### config.mk
export PLATFORM = sky130hd
export DESIGN_NAME = multicycle_control_flat
export DESIGN_NICKNAME = d
export VERILOG_FILES = /design/src/rtl/multicycle_control_pkg.sv /design/src/rtl/multicycle_control_if.sv /design/src/rtl/multicycle_control_out_decode.sv /design/src/rtl/multicycle_control.sv /design/src/flat_wrapper.sv
export SDC_FILE = /design/constraint.sdc
export NUM_CORES = 1
export LEC_CHECK = 0
export CORE_UTILIZATION = 38
export DETAILED_ROUTE_END_ITERATION = 10
export PLACE_DENSITY = 0.77
export RECOVER_POWER = 100
export SYNTH_ARGS = -nofsm -noshare
export SYNTH_HDL_FRONTEND = slang
export SYNTH_SLANG_ARGS = --single-unit
### constraint.sdc
create_clock -name clk -period 1.8 [get_ports clk]
set_input_delay 0.18 -clock clk [delete_from_list [all_inputs] [get_ports clk]]
set_output_delay 0.18 -clock clk [all_outputs]
set_load 0.005 [all_outputs]
### src/rtl/multicycle_control_pkg.sv
// -----------------------------------------------------------------------------
// multicycle_control_pkg
// Shared definitions for the multicycle datapath control FSM:
//   - state_t      : 4-bit binary state encoding
//   - OP_*         : supported instruction opcodes (IR[31:26])
//   - SRCB_*, ALUOP_*, PCSRC_* : datapath mux select encodings
//   - ctrl_t       : control word driven into the datapath
//   - decode_target / op_is_legal : opcode dispatch helpers
// -----------------------------------------------------------------------------
package multicycle_control_pkg;

  localparam int OPC_W = 6;

  typedef enum logic [3:0] {
    S_RESET   = 4'd0,
    FETCH     = 4'd1,
    DECODE    = 4'd2,
    MEM_ADDR  = 4'd3,
    MEM_RD    = 4'd4,
    MEM_WB    = 4'd5,
    MEM_WR    = 4'd6,
    R_EXEC    = 4'd7,
    R_WB      = 4'd8,
    ADDI_EXEC = 4'd9,
    ADDI_WB   = 4'd10,
    BRANCH    = 4'd11,
    JUMP      = 4'd12
  } state_t;

  localparam logic [OPC_W-1:0] OP_RTYPE = 6'b000000;
  localparam logic [OPC_W-1:0] OP_LW    = 6'b100011;
  localparam logic [OPC_W-1:0] OP_SW    = 6'b101011;
  localparam logic [OPC_W-1:0] OP_BEQ   = 6'b000100;
  localparam logic [OPC_W-1:0] OP_J     = 6'b000010;
  localparam logic [OPC_W-1:0] OP_ADDI  = 6'b001000;

  // ALU B operand select
  localparam logic [1:0] SRCB_REG     = 2'd0;
  localparam logic [1:0] SRCB_FOUR    = 2'd1;
  localparam logic [1:0] SRCB_IMM     = 2'd2;
  localparam logic [1:0] SRCB_IMM_SH2 = 2'd3;

  // ALU operation class
  localparam logic [1:0] ALUOP_ADD   = 2'd0;
  localparam logic [1:0] ALUOP_SUB   = 2'd1;
  localparam logic [1:0] ALUOP_FUNCT = 2'd2;
  localparam logic [1:0] ALUOP_RSVD  = 2'd3;

  // Next-PC source select
  localparam logic [1:0] PCSRC_ALU    = 2'd0;
  localparam logic [1:0] PCSRC_ALUOUT = 2'd1;
  localparam logic [1:0] PCSRC_JUMP   = 2'd2;

  typedef struct packed {
    logic       pc_write;
    logic       pc_write_cond;
    logic       iord;
    logic       mem_read;
    logic       mem_write;
    logic       ir_write;
    logic       mem_to_reg;
    logic       reg_dst;
    logic       reg_write;
    logic       alu_src_a;
    logic [1:0] alu_src_b;
    logic [1:0] alu_op;
    logic [1:0] pc_source;
  } ctrl_t;

  // State entered after DECODE; FETCH doubles as the "unsupported" answer.
  function automatic state_t decode_target(input logic [OPC_W-1:0] op);
    state_t t;
    case (op)
      OP_RTYPE:     t = R_EXEC;
      OP_LW, OP_SW: t = MEM_ADDR;
      OP_BEQ:       t = BRANCH;
      OP_J:         t = JUMP;
      OP_ADDI:      t = ADDI_EXEC;
      default:      t = FETCH;
    endcase
    return t;
  endfunction

  function automatic logic op_is_legal(input logic [OPC_W-1:0] op);
    return (decode_target(op) != FETCH);
  endfunction

endpackage

### src/rtl/multicycle_control_if.sv
// -----------------------------------------------------------------------------
// multicycle_control_if
// Bundle between the control FSM (master) and the datapath (slave).
//   opcode, mem_ready           : datapath -> control
//   pc_write .. pc_source       : control -> datapath mux selects / enables
//   illegal_op                  : control -> datapath/system, sticky error
// -----------------------------------------------------------------------------
interface multicycle_control_if #(parameter int OPCODE_W = 6);
  logic [OPCODE_W-1:0] opcode;
  logic                mem_ready;
  logic                pc_write;
  logic                pc_write_cond;
  logic                iord;
  logic                mem_read;
  logic                mem_write;
  logic                ir_write;
  logic                mem_to_reg;
  logic                reg_dst;
  logic                reg_write;
  logic                alu_src_a;
  logic [1:0]          alu_src_b;
  logic [1:0]          alu_op;
  logic [1:0]          pc_source;
  logic                illegal_op;

  modport master (
    input  opcode, mem_ready,
    output pc_write, pc_write_cond, iord, mem_read, mem_write, ir_write,
           mem_to_reg, reg_dst, reg_write, alu_src_a, alu_src_b, alu_op,
           pc_source, illegal_op
  );

  modport slave (
    output opcode, mem_ready,
    input  pc_write, pc_write_cond, iord, mem_read, mem_write, ir_write,
           mem_to_reg, reg_dst, reg_write, alu_src_a, alu_src_b, alu_op,
           pc_source, illegal_op
  );
endinterface

### src/rtl/multicycle_control_out_decode.sv
// -----------------------------------------------------------------------------
// mc_out_decode
// Combinational state -> control word decoder.
//   state     in  current FSM state
//   mem_ready in  memory handshake, only used to gate IR/PC load in FETCH
//   ctrl      out datapath control word
// -----------------------------------------------------------------------------
module mc_out_decode
  import multicycle_control_pkg::*;
(
  input  state_t     state,
  input  logic       mem_ready,
  output ctrl_t      ctrl
);

  // Control word per state; every field not named for a state stays 0.
  always_comb begin
    ctrl = '0;
    case (state)
      FETCH: begin
        ctrl.mem_read  = 1'b1;
        ctrl.alu_src_b = SRCB_FOUR;
        ctrl.alu_op    = ALUOP_ADD;
        ctrl.pc_source = PCSRC_ALU;
        // IR and PC+4 are captured only in the cycle the read completes
        ctrl.ir_write  = mem_ready;
        ctrl.pc_write  = mem_ready;
      end
      DECODE: begin
        // speculative branch target into ALUOut
        ctrl.alu_src_b = SRCB_IMM_SH2;
        ctrl.alu_op    = ALUOP_ADD;
      end
      MEM_ADDR, ADDI_EXEC: begin
        ctrl.alu_src_a = 1'b1;
        ctrl.alu_src_b = SRCB_IMM;
        ctrl.alu_op    = ALUOP_ADD;
      end
      MEM_RD: begin
        ctrl.mem_read = 1'b1;
        ctrl.iord     = 1'b1;
      end
      MEM_WB: begin
        ctrl.reg_write  = 1'b1;
        ctrl.mem_to_reg = 1'b1;
      end
      MEM_WR: begin
        ctrl.mem_write = 1'b1;
        ctrl.iord      = 1'b1;
      end
      R_EXEC: begin
        ctrl.alu_src_a = 1'b1;
        ctrl.alu_src_b = SRCB_REG;
        ctrl.alu_op    = ALUOP_FUNCT;
      end
      R_WB: begin
        ctrl.reg_write = 1'b1;
        ctrl.reg_dst   = 1'b1;
      end
      ADDI_WB: begin
        ctrl.reg_write = 1'b1;
      end
      BRANCH: begin
        ctrl.alu_src_a     = 1'b1;
        ctrl.alu_src_b     = SRCB_REG;
        ctrl.alu_op        = ALUOP_SUB;
        ctrl.pc_write_cond = 1'b1;
        ctrl.pc_source     = PCSRC_ALUOUT;
      end
      JUMP: begin
        ctrl.pc_write  = 1'b1;
        ctrl.pc_source = PCSRC_JUMP;
      end
      default: begin
        ctrl = '0;
      end
    endcase
  end

endmodule

### src/rtl/multicycle_control.sv
// -----------------------------------------------------------------------------
// multicycle_control
// Main control FSM of the 32-bit multicycle datapath.
//   clk   in  rising-edge clock
//   rst_n in  asynchronous active-low reset
//   bus   master side of multicycle_control_if (opcode/mem_ready in,
//         mux selects, write enables and illegal_op out)
// Holds the state register, the next-state logic and the sticky illegal flag;
// mc_out_decode turns the state into the datapath control word.
// -----------------------------------------------------------------------------
module multicycle_control
  import multicycle_control_pkg::*;
#(
  parameter int OPCODE_W = 6
) (
  input  logic                  clk,
  input  logic                  rst_n,
  multicycle_control_if.master  bus
);

  state_t             state_r;
  state_t             state_nxt_s;
  logic               illegal_r;
  logic [OPC_W-1:0]   op_s;
  ctrl_t              ctrl_s;

  assign op_s = OPC_W'(bus.opcode);

  // State register; reset lands in S_RESET so outputs are 0 one extra cycle.
  always_ff @(posedge clk or negedge rst_n) begin
    if (!rst_n) begin
      state_r <= S_RESET;
    end else begin
      state_r <= state_nxt_s;
    end
  end

  // Sticky unsupported-opcode flag, raised on the DECODE -> FETCH edge.
  always_ff @(posedge clk or negedge rst_n) begin
    if (!rst_n) begin
      illegal_r <= 1'b0;
    end else if ((state_r == DECODE) && !op_is_legal(op_s)) begin
      illegal_r <= 1'b1;
    end else begin
      illegal_r <= illegal_r;
    end
  end

  // Next-state logic; unused encodings fall back to S_RESET.
  always_comb begin
    state_nxt_s = state_r;
    case (state_r)
      S_RESET: state_nxt_s = FETCH;
      FETCH: begin
        if (bus.mem_ready) state_nxt_s = DECODE;
        else               state_nxt_s = FETCH;
      end
      DECODE: state_nxt_s = decode_target(op_s);
      MEM_ADDR: begin
        if (op_s == OP_LW)      state_nxt_s = MEM_RD;
        else if (op_s == OP_SW) state_nxt_s = MEM_WR;
        else                    state_nxt_s = FETCH;
      end
      MEM_RD: begin
        if (bus.mem_ready) state_nxt_s = MEM_WB;
        else               state_nxt_s = MEM_RD;
      end
      MEM_WR: begin
        if (bus.mem_ready) state_nxt_s = FETCH;
        else               state_nxt_s = MEM_WR;
      end
      R_EXEC:    state_nxt_s = R_WB;
      ADDI_EXEC: state_nxt_s = ADDI_WB;
      MEM_WB, R_WB, ADDI_WB, BRANCH, JUMP: state_nxt_s = FETCH;
      default:   state_nxt_s = S_RESET;
    endcase
  end

  mc_out_decode u_out_decode (
    .state     (state_r),
    .mem_ready (bus.mem_ready),
    .ctrl      (ctrl_s)
  );

  assign bus.pc_write      = ctrl_s.pc_write;
  assign bus.pc_write_cond = ctrl_s.pc_write_cond;
  assign bus.iord          = ctrl_s.iord;
  assign bus.mem_read      = ctrl_s.mem_read;
  assign bus.mem_write     = ctrl_s.mem_write;
  assign bus.ir_write      = ctrl_s.ir_write;
  assign bus.mem_to_reg    = ctrl_s.mem_to_reg;
  assign bus.reg_dst       = ctrl_s.reg_dst;
  assign bus.reg_write     = ctrl_s.reg_write;
  assign bus.alu_src_a     = ctrl_s.alu_src_a;
  assign bus.alu_src_b     = ctrl_s.alu_src_b;
  assign bus.alu_op        = ctrl_s.alu_op;
  assign bus.pc_source     = ctrl_s.pc_source;
  assign bus.illegal_op    = illegal_r;

endmodule
### src/flat_wrapper.sv
// flat-port wrapper written by rule: the top's interface ports become plain ports
module multicycle_control_flat import multicycle_control_pkg::*;
#(
  parameter int OPCODE_W = 6
)
  (clk, rst_n, bus_opcode, bus_mem_ready, bus_pc_write, bus_pc_write_cond, bus_iord, bus_mem_read, bus_mem_write, bus_ir_write, bus_mem_to_reg, bus_reg_dst, bus_reg_write, bus_alu_src_a, bus_alu_src_b, bus_alu_op, bus_pc_source, bus_illegal_op);
  multicycle_control_if #(.OPCODE_W(OPCODE_W)) bus_i ();
  input  logic clk;
  input  logic rst_n;
  input wire logic [$bits(bus_i.opcode)-1:0] bus_opcode;
  input wire logic [$bits(bus_i.mem_ready)-1:0] bus_mem_ready;
  output wire logic [$bits(bus_i.pc_write)-1:0] bus_pc_write;
  output wire logic [$bits(bus_i.pc_write_cond)-1:0] bus_pc_write_cond;
  output wire logic [$bits(bus_i.iord)-1:0] bus_iord;
  output wire logic [$bits(bus_i.mem_read)-1:0] bus_mem_read;
  output wire logic [$bits(bus_i.mem_write)-1:0] bus_mem_write;
  output wire logic [$bits(bus_i.ir_write)-1:0] bus_ir_write;
  output wire logic [$bits(bus_i.mem_to_reg)-1:0] bus_mem_to_reg;
  output wire logic [$bits(bus_i.reg_dst)-1:0] bus_reg_dst;
  output wire logic [$bits(bus_i.reg_write)-1:0] bus_reg_write;
  output wire logic [$bits(bus_i.alu_src_a)-1:0] bus_alu_src_a;
  output wire logic [$bits(bus_i.alu_src_b)-1:0] bus_alu_src_b;
  output wire logic [$bits(bus_i.alu_op)-1:0] bus_alu_op;
  output wire logic [$bits(bus_i.pc_source)-1:0] bus_pc_source;
  output wire logic [$bits(bus_i.illegal_op)-1:0] bus_illegal_op;
  assign bus_i.opcode = bus_opcode;
  assign bus_i.mem_ready = bus_mem_ready;
  assign bus_pc_write = bus_i.pc_write;
  assign bus_pc_write_cond = bus_i.pc_write_cond;
  assign bus_iord = bus_i.iord;
  assign bus_mem_read = bus_i.mem_read;
  assign bus_mem_write = bus_i.mem_write;
  assign bus_ir_write = bus_i.ir_write;
  assign bus_mem_to_reg = bus_i.mem_to_reg;
  assign bus_reg_dst = bus_i.reg_dst;
  assign bus_reg_write = bus_i.reg_write;
  assign bus_alu_src_a = bus_i.alu_src_a;
  assign bus_alu_src_b = bus_i.alu_src_b;
  assign bus_alu_op = bus_i.alu_op;
  assign bus_pc_source = bus_i.pc_source;
  assign bus_illegal_op = bus_i.illegal_op;
  multicycle_control #(.OPCODE_W(OPCODE_W)) u_core (.clk(clk), .rst_n(rst_n), .bus(bus_i));
endmodule
Word-level counts from Yosys, hierarchy flattened:

Cells that the tools add are included.

* equal/unequal tests: 18
* multiplexer cells: 19
* reductions and logical operators: 11

Operator list (count)
* $pmux 4 s5: 2
* $pmux 4 s8: 1
* $eq 4x4->1 const B: 5
* $eq 4x3->1 const B: 4
* $eq 6x6->1 const B: 2
* $mux 1: 10
* $eq 4x2->1 const B: 2
* $reduce_or 2->1: 4
* $eq 6x2->1 const B: 1
* $eq 6x3->1 const B: 1
* $eq 6x4->1 const B: 1
* $logic_not 6->1: 1
* $mux 3: 2
* $reduce_or 6->1: 1
* $eq 4x1->1 const B: 1
* $logic_not 4->1: 1
* $mux 4: 1
* $ne 4x1->1 const B: 1
* $pmux 2 s2: 1
* $reduce_or 4->1: 1
* $reduce_or 3->1: 1
* $mux 2: 1
* $pmux 1 s2: 1
* $logic_and 1x1->1: 1
* $logic_not 1->1: 1

* flip-flop bits (word level): 5
* bits of input ports: 9
* output and inout bits: 17
* word-level logic and storage cells: 50

Depth between registers and ports, before layout:

* word-level depth: 6
* gate-level depth with buffers: 5

Hierarchy:

A second synthesis with hierarchy kept.

* cells, all modules: 72
* area, all modules: 644.4 sq um

By module, submodules not included
* multicycle_control: times used 1, cells an instance 41, area an instance 392.9 sq um, seq. area each 125.1 sq um
* mc_out_decode: times used 1, cells an instance 31, area an instance 251.5 sq um, seq. area each 0.0 sq um

Least setup slack after synthesis:

No wires, ideal clock.

* kind: register -> register
* start: reg u_core.state_r[2]
* end: reg u_core.state_r[1]
* library setup time: 0.104 ns
* arrival time: 1.352 ns
* required time: 1.696 ns
* path slack: 0.344 ns
* stages on the path, launching flop included: 5
* buffers on the path: 0
* path through: dfrtp_1 -> or4b_4 -> nor4_2 -> o2111ai_1 -> o311ai_1

* cells in the longest elaborated chain, start to end: 3
* elaborated cells between the ends (all ways): 15
* classes of those cells: 12 x eq/ne; 1 x mux; 2 x reduce/logical

Ends and longest elaborated chain
* start: declaration: RTL line multicycle_control.sv:21 `state_t state_r;`
* start signal: assignment: RTL line multicycle_control.sv:34 `state_r <= state_nxt_s;`
* $eq 4x3->1, or another cell as far along: RTL line multicycle_control.sv:52 `case (state_r)`
* $reduce_or 6->1 (no source line)
* $pmux 4 s8 *: RTL line multicycle_control.sv:52
* net u_core.state_nxt_s[1]: RTL line multicycle_control.sv:22 `state_t state_nxt_s;`

Mark *: on every way through the listed nets, which the timed path passes. The rest lies on a longest branch.
A chain may end at the register's enable or synchronous reset.

Final worst setup path:

* start: reg u_core.state_r[3]
* end: out bus_alu_src_a

* cells in the longest elaborated chain, start to end: 3
* elaborated cells between the ends (all ways): 6
* classes of those cells: 4 x eq/ne; 1 x mux; 1 x reduce/logical

Ends and longest elaborated chain
* $eq 4x3->1, or another cell as far along: RTL line multicycle_control_out_decode.sv:19 `case (state)`
* $reduce_or 4->1 (no source line) *
* $mux 1 *: RTL line multicycle_control_out_decode.sv:19
* end: declaration: RTL line flat_wrapper.sv:21 `output wire logic [$bits(bus_i.alu_src_a)-1:0] bus_alu_src_a;`

Mark *: on every way between the ends. The rest lies on a longest branch, timed or not.

==> results list <==
- Largest net degree at the start of global routing: 12
- Failing checks: setup timing
- The most common cell in the synthesized netlist is nor2_1.
* Commonest cells in the synthesized netlist: nor2_1 (12), nand2b_1 (7), dfrtp_1 (5), nand2_1 (5), nor3_1 (5)
- RSZ-0062 raised after global routing: true
- Synthesized netlist cell count: 71
- For this run, the post-layout net count is 130.
- Via count of the first global-routing pass: 679
* DR vias: 834
- After clock tree synthesis, the flow added hold-fix buffers numbering 0.
- Total number of yosys warnings: 0
* Bufs on Longest Clock Path: 2
* Ranking of synthesized cells by area: dfrtp_1 (25%), nor2_1 (8.8%), nand2b_1 (8.6%), nor3_1 (4.9%), nand2_1 (3.7%)
- TritonCTS clock tree: built
* Die Width: 38.6 µm
- The largest single stage delay on the critical path is 520 ps.
* Core box area: 1170 µm²
- Of the cells placed in the final design, the portion with a size suffix greater than 1 is 35.0%.
- First drt pass iteration count: 5
- Port buffering added 25 buffers.
* Antenna violations before repair: 0
* Final GP Congestion: 0.869
- Total I/O pin count: 26
* Worst setup margin: -50.1 ps
* Antenna viol nets, final: 0
- Among all flip-flop cells after synthesis, the most frequent one is dfrtp_1.
- Total global routing track utilization: 31.7%
- Row generation in the floorplan step produced 12 rows.
- Adder-cell share of the synthesized area: 0%
* Slowest cell on crit path: clkdlybuf4s50_1
* Crit path max fanout: 6
- Summed over all cells, the static leakage comes to 0.529 nW.
- Maximum capacitance violations: 0
- Share of cell area taken by muxes after synthesis: 0%
- Measured against its own limit, the worst slew margin works out to 62.7%.
* Total overflow reported by the global router: 0
* Worst-skew pair later-pin latency: 250 ps
- The worst hold path belongs to the class in2async.
* Combinational family with the most area after synthesis: simple AND/OR/NAND/NOR gates
- Sequential cells were found to cover 24.6% of the synthesized design area.
- CP cell instances: nand2b_2, a21boi_0, clkdlybuf4s50_1
* Startpoint of the worst-slack reg-to-reg timing path: u_core.state_r[0]$_DFF_PN0_
* DR iter-0 viols: 52
- For the worst setup path, the data required time is 1620 ps.
* Pwr Density: 973 nW/µm²
- After synthesis the netlist holds a flip-flop and latch count of 5.
* Minimum clock period after layout: 1850 ps
- The run finished, with violations left.
* Number of endpoints with negative hold slack in the final report: 0
- Summing the areas of all compound-gate instances in the mapped netlist gives 22.9% of the synthesized area.
- Number of CTS-inserted buffers: 3
- Clock Sink Count: 5
- Post-layout instance count excluding filler cells: 134
- Type of element capturing the critical path: output port
* DRC violation count after routing: 0
- The number of nets in the synthesized netlist is 80.
- The number of cells on the worst reg-to-reg path is 4.
- The critical path in this run is classified as reg2out.
- Derived from the worst setup path, the maximum achievable clock frequency is 0.541 GHz.
- The synthesized netlist devotes 5.16% of its cell area to XOR and XNOR gates.
- Worst Setup Start Kind: register
- Effective utilization at floorplan: 43.5%
* Count of filler cells inserted in the layout: 71
* Reg-to-Reg End: u_core.bus.illegal_op$_DFFE_PN0P_
* Post-detailed-route wirelength per cell: 20.9 µm
* Layout overhead on the synthesized area: 105%
- Using the TritonRoute via totals, the vias-per-cell ratio works out to 6.22.
- From bottom edge to top edge, the die measures 38.6 µm.
* Setup slack of the most critical reg-to-reg path: 30 ps
- Max-slew violation total from the final report: 0
- After layout, the design draws a total of 1.01 mW.
* Actual slew at the worst max-slew pin: 554 ps
- Yosys mapped a number of flops with a built-in enable equal to 0.
- On the final layout, the worst clock skew is 13.5 ps.
* Area fraction in and, or, nand and nor cells after synthesis: 41.5%
* Total Wirelength: 2800 µm
- Once placement completed, the tool counted placed cells totaling 115.
* Clock input transition at the sequential cells of the worst setup and hold paths: 50 ps
- Crit share post-route: 103%
- Area share of the largest cell type after synthesis: 24.6%
- Mean cell area of the mapped netlist: 7.17 µm²
- Post-DP HPWL: 1130 µm
- Die footprint: 1490 µm²
- Data on the critical path arrives at its endpoint at 1670 ps.
* Mapped Area: 509 µm²
- The first global-routing pass estimated 3150 µm of wire.
- Count of inserted antenna diode cells: 0
- Setup violations remaining at the end of the flow were counted as 2.
- Most area-hungry cell type in the Yosys netlist: dfrtp_1
- IR analysis of the VDD net gives a maximum drop of 733 µV.
- After synthesis, the share of flip-flops with an asynchronous set or reset is 100%.
- Count of cell types in the netlist: 32
- In this run the number of H-tree levels came out at 1.
- CTS root buf: clkbuf_4
-- per-stage QoR --
step	util (%)	TNS (ps)	area, µm²	hold slack (ps)	setup WS, ps
final	89.0	-91.5	1040	215	-50.1
after detailed placement	70.8	-45.4	830	413	-45.4
after global routing	89.0	-354	1040	231	-93.5
after global placement	70.8	0	830	411	15.2
after CTS	81.1	0	950	145	3.45
after floorplan	-	0	509	-116	344
-- where the power goes --
part | internal, mW | switching [mW] | total [mW]
registers | 0.140 | 0.0523 | 0.193
clock network | 0.0843 | 0.0529 | 0.137
logic | 0.366 | 0.318 | 0.684
-- logic make-up after synthesis --
group                  after synthesis
flip-flops                           5
XOR/XNOR                             3
AO/OA/AOI/OAI                       17
buffers and inverters                7
AND/OR/NAND/NOR                     39
-- state kept, by name, summed over array words and instances, names as in the netlist --
signal                 count
u_core.state_r             4
u_core.bus.illegal_op      1
-- worst max-delay path, delay by kind of cell (launching register included) --
kind	cells	cell delay, ps
compound gates	1	200
buf+inv	1	520
flops	1	440
simple gates	1	260
-- cell usage in the layout (no fill, tap or decap), types with 2 or more instances in the layout --
cell,instances
nand2b_1,3
dfrtp_2,4
o22ai_1,2
dlymetal6s2s_1,6
nand2b_4,3
a21oi_1,2
nor4_1,2
o21ai_0,2
o211ai_1,2
xnor2_1,2
clkdlybuf4s50_1,14
buf_4,24
dlygate4sd3_1,2
nor2_1,10
clkbuf_4,3
inv_1,2
nand2_1,5
nor3_1,5
dlygate4sd2_1,3
-- cell type report --
type | instances | area (µm²) | share of cell area, %
multi-input cells | 59 | 408 | 39.1
flip-flops and latches | 5 | 130 | 12.5
repair buffers | 50 | 453 | 43.5
clock buffers | 4 | 26.3 | 2.52
well taps | 14 | 17.5 | 1.68
inverters | 2 | 7.51 | 0.720
-- timing repair --
item                                   CTS  global route
setup endpoints to repair               16            14
pin swaps                                0             3
buffers inserted                        10             5
endpoints found under the hold margin    0             0
resized for setup                       13            13
-- metal layers --
layer	global-route usage, %	part of all wire, %
met1	38.9	35
met2	57.9	48
met3	5.20	12
met4	5.17	5.9
met5	0	0
-- how the worst max path moves through the flow --
stage | cells past startpoint | start | slack, ps | to
3_5_place_dp | 5 | bus_opcode[0] | -50 | u_core.state_r[0]$_DFF_PN0_
6_report | 3 | u_core.state_r[3]$_DFF_PN0_ | -50 | bus_alu_src_a
4_1_cts | 4 | u_core.state_r[2]$_DFF_PN0_ | 3 | bus_alu_op[1]
5_1_grt | 4 | u_core.state_r[3]$_DFF_PN0_ | -90 | bus_alu_src_b[1]
3_3_place_gp | 5 | bus_opcode[0] | 20 | u_core.state_r[0]$_DFF_PN0_
2_1_floorplan | 4 | u_core.state_r[2]$_DFF_PN0_ | 340 | u_core.state_r[1]$_DFF_PN0_
No activity file was read; power rests on OpenSTA's default activity.
